[config.mk]
export PLATFORM = sky130hd
export DESIGN_NAME = conditional_logic_pipe
export DESIGN_NICKNAME = d
export VERILOG_FILES = /design/src/rtl/cond_pkg.sv /design/src/rtl/cond_eval.sv /design/src/rtl/conditional_logic_pipe.sv
export SDC_FILE = /design/constraint.sdc
export NUM_CORES = 1
export LEC_CHECK = 0
export CAP_MARGIN = 5
export CORE_MARGIN = 4
export CORE_UTILIZATION = 40
export DETAILED_ROUTE_END_ITERATION = 12
export GPL_TIMING_DRIVEN = 0
export PLACE_DENSITY = 0.71
export SETUP_SLACK_MARGIN = 0.2
export SYNTH_ARGS = -nofsm -noshare
export SYNTH_HDL_FRONTEND = slang
export SYNTH_SLANG_ARGS = --single-unit
export TNS_END_PERCENT = 50
[constraint.sdc]
create_clock -name clk -period 3.8 [get_ports clk]
set_input_delay 0.38 -clock clk [delete_from_list [all_inputs] [get_ports clk]]
set_output_delay 0.38 -clock clk [all_outputs]
set_load 0.03 [all_outputs]
[src/rtl/cond_pkg.sv]
// Shared types for the conditional-execution pipeline.
//   cond_t      : ARM condition field encodings (EQ..AL, NV)
//   *_IDX       : bit positions inside the NZCV nibble
//   ctrl_t      : decoded controls held in the Execute register
//   mem_ctrl_t  : gated controls held in the Memory register
//   wb_ctrl_t   : controls held in the Writeback register
package cond_pkg;

  localparam int unsigned COND_W = 4;
  localparam int unsigned NZCV_W = 4;

  localparam int unsigned N_IDX = 3;
  localparam int unsigned Z_IDX = 2;
  localparam int unsigned C_IDX = 1;
  localparam int unsigned V_IDX = 0;

  typedef enum logic [COND_W-1:0] {
    COND_EQ = 4'b0000,
    COND_NE = 4'b0001,
    COND_CS = 4'b0010,
    COND_CC = 4'b0011,
    COND_MI = 4'b0100,
    COND_PL = 4'b0101,
    COND_VS = 4'b0110,
    COND_VC = 4'b0111,
    COND_HI = 4'b1000,
    COND_LS = 4'b1001,
    COND_GE = 4'b1010,
    COND_LT = 4'b1011,
    COND_GT = 4'b1100,
    COND_LE = 4'b1101,
    COND_AL = 4'b1110,
    COND_NV = 4'b1111
  } cond_t;

  typedef struct packed {
    logic pcs;
    logic reg_w;
    logic mem_w;
    logic no_write;
    logic branch;
    logic mem_to_reg;
  } ctrl_t;

  typedef struct packed {
    logic pc_src;
    logic reg_write;
    logic mem_write;
    logic mem_to_reg;
  } mem_ctrl_t;

  typedef struct packed {
    logic pc_src;
    logic reg_write;
    logic mem_to_reg;
  } wb_ctrl_t;

endpackage

[src/rtl/cond_eval.sv]
// Combinational ARM condition evaluator.
//   cond    in  4  condition field
//   nzcv    in  4  current N,Z,C,V flags (MSB first)
//   cond_ex out 1  condition passed
module cond_eval
  import cond_pkg::*;
(
  input  logic [COND_W-1:0] cond,
  input  logic [NZCV_W-1:0] nzcv,
  output logic              cond_ex
);

  logic n;
  logic z;
  logic c;
  logic v;

  assign n = nzcv[N_IDX];
  assign z = nzcv[Z_IDX];
  assign c = nzcv[C_IDX];
  assign v = nzcv[V_IDX];

  // Condition table; AL and the NV encoding both execute unconditionally
  always_comb begin
    cond_ex = 1'b1;
    case (cond_t'(cond))
      COND_EQ: cond_ex = z;
      COND_NE: cond_ex = ~z;
      COND_CS: cond_ex = c;
      COND_CC: cond_ex = ~c;
      COND_MI: cond_ex = n;
      COND_PL: cond_ex = ~n;
      COND_VS: cond_ex = v;
      COND_VC: cond_ex = ~v;
      COND_HI: cond_ex = c & ~z;
      COND_LS: cond_ex = ~c | z;
      COND_GE: cond_ex = ~(n ^ v);
      COND_LT: cond_ex = n ^ v;
      COND_GT: cond_ex = ~z & ~(n ^ v);
      COND_LE: cond_ex = z | (n ^ v);
      default: cond_ex = 1'b1;
    endcase
  end

endmodule

[src/rtl/conditional_logic_pipe.sv]
// Conditional-execution unit for the five-stage pipeline: Execute control
// register, flags register, condition check, write gating, and the gated
// controls carried through Memory and Writeback.
//   clk, rst           clock (rising) / async active-high reset
//   cond_d, *_d        decoded condition and controls from Decode
//   flag_w_d           per-group flag-write request
//   stall_e, flush_e   hold / bubble the Execute register
//   alu_flags_e        ALU flags produced in Execute
//   cond_ex_e, *_e     condition result and gated Execute controls
//   *_m, *_w           Memory / Writeback stage controls
//   flags_q            architectural flags (top nibble is NZCV)
module conditional_logic_pipe
  import cond_pkg::*;
#(
  parameter int unsigned NUM_FLAGS   = 4,
  parameter int unsigned FLAG_GROUPS = 2
) (
  input  logic                   clk,
  input  logic                   rst,
  input  logic [3:0]             cond_d,
  input  logic [FLAG_GROUPS-1:0] flag_w_d,
  input  logic                   pcs_d,
  input  logic                   reg_w_d,
  input  logic                   mem_w_d,
  input  logic                   no_write_d,
  input  logic                   branch_d,
  input  logic                   mem_to_reg_d,
  input  logic                   stall_e,
  input  logic                   flush_e,
  input  logic [NUM_FLAGS-1:0]   alu_flags_e,
  output logic                   cond_ex_e,
  output logic                   pc_src_e,
  output logic                   branch_taken_e,
  output logic                   reg_write_e,
  output logic                   mem_write_e,
  output logic                   pc_src_m,
  output logic                   reg_write_m,
  output logic                   mem_write_m,
  output logic                   mem_to_reg_m,
  output logic                   pc_src_w,
  output logic                   reg_write_w,
  output logic                   mem_to_reg_w,
  output logic [NUM_FLAGS-1:0]   flags_q
);

  localparam int unsigned GROUP_W = NUM_FLAGS / FLAG_GROUPS;

  if ((NUM_FLAGS < NZCV_W) || ((NUM_FLAGS % FLAG_GROUPS) != 0)) begin : g_param_check
    $error("conditional_logic_pipe: NUM_FLAGS must be >= 4 and divisible by FLAG_GROUPS");
  end

  ctrl_t                  ctrl_in_c;
  ctrl_t                  ctrl_e;
  cond_t                  cond_e;
  logic [FLAG_GROUPS-1:0] flag_w_e;
  logic [FLAG_GROUPS-1:0] flag_we_c;
  logic [NUM_FLAGS-1:0]   flags_next_c;
  mem_ctrl_t              mem_in_c;
  mem_ctrl_t              ctrl_m;
  wb_ctrl_t               ctrl_w;

  // Bundle the decoded controls
  always_comb begin
    ctrl_in_c            = '0;
    ctrl_in_c.pcs        = pcs_d;
    ctrl_in_c.reg_w      = reg_w_d;
    ctrl_in_c.mem_w      = mem_w_d;
    ctrl_in_c.no_write   = no_write_d;
    ctrl_in_c.branch     = branch_d;
    ctrl_in_c.mem_to_reg = mem_to_reg_d;
  end

  // Execute register: flush beats stall; a flushed slot is an AL no-op
  always_ff @(posedge clk or posedge rst) begin
    if (rst) begin
      ctrl_e   <= '0;
      cond_e   <= COND_EQ;
      flag_w_e <= '0;
    end else if (flush_e) begin
      ctrl_e   <= '0;
      cond_e   <= COND_AL;
      flag_w_e <= '0;
    end else if (!stall_e) begin
      ctrl_e   <= ctrl_in_c;
      cond_e   <= cond_t'(cond_d);
      flag_w_e <= flag_w_d;
    end
  end

  cond_eval u_cond_eval (
    .cond    (cond_e),
    .nzcv    (flags_q[NUM_FLAGS-1 -: NZCV_W]),
    .cond_ex (cond_ex_e)
  );

  // Gated Execute controls
  assign pc_src_e       = ctrl_e.pcs & cond_ex_e;
  assign branch_taken_e = ctrl_e.branch & cond_ex_e;
  assign reg_write_e    = ctrl_e.reg_w & ~ctrl_e.no_write & cond_ex_e;
  assign mem_write_e    = ctrl_e.mem_w & cond_ex_e;

  // Per-group flag update; suppressed while stalled so a held instruction
  // keeps seeing the flags it entered Execute with
  always_comb begin
    flag_we_c    = '0;
    flags_next_c = flags_q;
    for (int g = 0; g < int'(FLAG_GROUPS); g++) begin
      flag_we_c[g] = flag_w_e[g] & cond_ex_e & ~stall_e;
      if (flag_we_c[g]) begin
        flags_next_c[g*GROUP_W +: GROUP_W] = alu_flags_e[g*GROUP_W +: GROUP_W];
      end
    end
  end

  always_ff @(posedge clk or posedge rst) begin
    if (rst) begin
      flags_q <= '0;
    end else begin
      flags_q <= flags_next_c;
    end
  end

  always_comb begin
    mem_in_c            = '0;
    mem_in_c.pc_src     = pc_src_e;
    mem_in_c.reg_write  = reg_write_e;
    mem_in_c.mem_write  = mem_write_e;
    mem_in_c.mem_to_reg = ctrl_e.mem_to_reg;
  end

  // Memory register: a stalled Execute slot sends a bubble downstream so the
  // held instruction commits exactly once, on its release cycle
  always_ff @(posedge clk or posedge rst) begin
    if (rst) begin
      ctrl_m <= '0;
    end else if (stall_e) begin
      ctrl_m <= '0;
    end else begin
      ctrl_m <= mem_in_c;
    end
  end

  // Writeback register always advances
  always_ff @(posedge clk or posedge rst) begin
    if (rst) begin
      ctrl_w <= '0;
    end else begin
      ctrl_w.pc_src     <= ctrl_m.pc_src;
      ctrl_w.reg_write  <= ctrl_m.reg_write;
      ctrl_w.mem_to_reg <= ctrl_m.mem_to_reg;
    end
  end

  assign pc_src_m     = ctrl_m.pc_src;
  assign reg_write_m  = ctrl_m.reg_write;
  assign mem_write_m  = ctrl_m.mem_write;
  assign mem_to_reg_m = ctrl_m.mem_to_reg;

  assign pc_src_w     = ctrl_w.pc_src;
  assign reg_write_w  = ctrl_w.reg_write;
  assign mem_to_reg_w = ctrl_w.mem_to_reg;

endmodule

==> impl_metrics.toml <==
[clocking]
cts.sinks = 23
postCtsSetupRepairBufs = 0
clockRootBuffer = "clkbuf_4"
postCtsHoldBufs = 0
h-tree-depth = 1
cts.path.max_buffers = 2
path_clk_slew_ns = 0.13
clk-insertion-delay-late_ns = 0.31
cts_tree = "yes"
cts-buffers-inserted = 3
cts_resized = 0

[logic_synthesis]
synth_compound_area_frac = 0.0801
ys_ff_latch = 23
synth_area_leader_cell = "dfrtp_1"
synthesis.area_um2 = 1090
synth.distinct_cells = 28
yosysSeqAreaShare = 0.526
synth_top_cell_area_share = 0.526
synth_top_family_by_area = "simple AND/OR/NAND/NOR gates"
synth_nets = 113
yosys.area_share.simple = 0.177
synth_area_leaders = "dfrtp_1 53%, mux2i_1 10%, mux2_2 4.1%, nor2_1 3.4%, and3b_1 3.2%"
synth-xor-area-share = 0.0240
synth.area.mux_share = 0.142
syn_inst = 93
synthAdderAreaFrac = 0
syn_avg_cell_area_um2 = 11.8
yosysWarnings = 0

[worst_setup_path]
start_kind = "register"
cpMaxStageDelayCell = "clkdlybuf4s50_1"
worst-path-stages = 7
end_kind = "primary output"
arrival_ns = 2.67
path_delay_family = "buffers and inverters"
worst_r2r_path_depth = 6
path_max_fanout = 10
cp_num_buf_inv = 2
critical_path_required_ns = 3.42
path_cells = "buf_2 > nor2_1 > a32o_1 > o21ai_0 > nand3_1 > and3b_1 > clkdlybuf4s50_1"
cp_slowest_stage_delay_ns = 0.59
crit_type = "register to primary output"

[power]
leakage_nw = 0.686
ir_worst_vdd_mv = 0.275
power_per_cell_area_nw_per_um2 = 452
p_total_mw = 0.683

[min_path]
holdPathStages = 0
worst_hold_path_type = "register to register"

[sta]
finalHoldViolCount = 0
report.final.slew_viol_count = 0
finalSetupViolations = 0
setup_tns_ns = 0
rsz0062_at_grt = "no"
clock.fmax_mhz = 328
min_period_over_period = 0.802
fin_crit_ns = 3.05
worst_pin_slew_ns = 0.871
fin_skew_ns = 0.00129
max-slew-margin-rel = 0.419

[routing]
drt_pass1_iterations = 4
drc = 0
drt_iter0_markers = 16
route.detailed.wl_per_inst_um = 13.9
antenna_left = 0
vias = 836
wirelength_um = 2240
avgViaCountPerCell = 5.16

[grt]
grt_pass1_wl_um = 3730
grt_antenna_before_repair = 0
grt_util_all_layers = 0.139
grt_pass1_vias = 859
grt_max_degree = 24
grt_overflow = 0

[job]
maxCapViolations = 0

[die]
start_util = 0.430
fp.dieArea_um2 = 3630
fp.coreArea_um2 = 2540
pin_count = 36
die_h_um = 60.3
row_count = 18
dieWidth_um = 60.3

[layout]
fin_nets = 153
fillers = 226
drive_above_1_share = 0.114
syn_to_final_growth_pct = 38.2
antenna_cells = 0

[run_status]
status = "finished, final reports clean"

[placement]
place_congestion = 0.760
post-dp-hpwl_um = 1680
port_buffers = 35
==> area by class of cell <==
cell class	count	area (um2)	area share
Tap cell	30	37.5	0.0248
Buffer	7	43.8	0.0290
Clock inverter	1	7.51	0.00497
Inverter	3	11.3	0.00745
Timing Repair Buffer	35	350	0.232
Clock buffer	3	22.5	0.0149
Multi-Input combinational cell	60	463	0.306
Sequential cell	23	576	0.381
==> registers in the layout, indices dropped and copies added (netlist names) <==
| register | cells |
|---|---|
| mem_to_reg_m | 1 |
| flag_w_e | 2 |
| pc_src_m | 1 |
| mem_write_m | 1 |
| pc_src_w | 1 |
| flags_q | 4 |
| ctrl_e | 6 |
| reg_write_m | 1 |
| cond_e | 4 |
| mem_to_reg_w | 1 |
| reg_write_w | 1 |
==> cells in the mapped netlist (all sizes together) <==
library cell	n
nor4b	1
dfrtp	23
and2	3
a32o	1
nor2b	5
nand2	1
inv	3
nor3b	3
xor2	2
o21ai	2
o311a	1
nand3	2
buf	5
a22oi	1
mux2	4
nor4bb	1
a211o	3
xnor2	1
a311oi	2
and3	1
mux2i	11
clkbuf	2
nor2	10
and3b	5
==> power breakdown <==
group / internal, mW / total, mW / switching [mW]
clock network: 0.0402 / 0.119 / 0.0784
logic: 0.128 / 0.260 / 0.132
registers: 0.273 / 0.305 / 0.0312
==> metrics by stage <==
| step | hold WS [ns] | utilization | worst slack, ns | std cells | instance area (um2) |
|---|---|---|---|---|---|
| after detailed placement | 0.363 | 0.582 | 1.12 | 158 | 1480 |
| after CTS | 0.399 | 0.594 | 0.741 | 162 | 1510 |
| after floorplan | 0.382 | - | 1.47 | 93 | 1090 |
| final | 0.394 | 0.594 | 0.752 | 162 | 1510 |
| after global placement | 0.360 | 0.582 | 1.17 | 158 | 1480 |
| after global routing | 0.416 | 0.594 | 0.510 | 162 | 1510 |
==> cell families (layout without fill, tap and decap cells) <==
family / Yosys count / in the layout
buffers and inverters: 10 / 49
XOR/XNOR: 3 / 3
AO/OA/AOI/OAI: 10 / 10
multiplexers: 15 / 15
flip-flops: 23 / 23
AND/OR/NAND/NOR: 32 / 32
==> final timing paths <==
check,slack [ns],start,end
setup reg to reg,1.76,cond_e[1],flags_q[1]
hold / removal,0.39,pc_src_m,pc_src_w
max in group asynchronous,2.74,rst,cond_e[2]
min in group asynchronous,0.53,rst,pc_src_w
setup / recovery,0.75,cond_e[3],reg_write_e
hold reg to reg,0.39,pc_src_m,pc_src_w
==> worst reg2reg max path: cells and delay by family, from the launching register on <==
kind | cells | cell delay [ns]
buffers and inverters | 1 | 0.12
muxes | 2 | 0.63
xor gates and xnor gates | 1 | 0.10
DFF | 1 | 0.36
AOI/OAI and AO/OA | 2 | 0.73
==> layout by cell type, fill, tap and decap left out, types with 2 or more instances in the layout <==
| cell type | synthesis | routed |
|---|---|---|
| clkbuf_1 | 2 | 2 |
| inv_1 | 3 | 3 |
| and2_1 | 3 | 3 |
| nor3b_1 | 3 | 3 |
| xor2_1 | 2 | 2 |
| buf_2 | 2 | 2 |
| mux2i_1 | 11 | 11 |
| a311oi_1 | 2 | 2 |
| clkdlybuf4s50_1 | 0 | 35 |
| nand3_1 | 2 | 2 |
| o21ai_0 | 2 | 2 |
| buf_6 | 2 | 2 |
| mux2_2 | 4 | 4 |
| a211o_1 | 2 | 2 |
| clkbuf_4 | 0 | 3 |
| nor2_1 | 10 | 10 |
| nor2b_1 | 5 | 5 |
| dfrtp_1 | 23 | 23 |
| and3b_1 | 4 | 4 |
==> metal layers <==
| layer | up-vias | GRT usage | routed length [um] |
|---|---|---|---|
| li1 | 401 | - | - |
| met1 | 410 | 0.162 | 976 |
| met2 | 23 | 0.252 | 1130 |
| met3 | 2 | 0.0194 | 119 |
| met4 | 0 | 0.0570 | 15 |
| met5 | - | 0 | 0 |
Power figures use the tool's default switching activity.
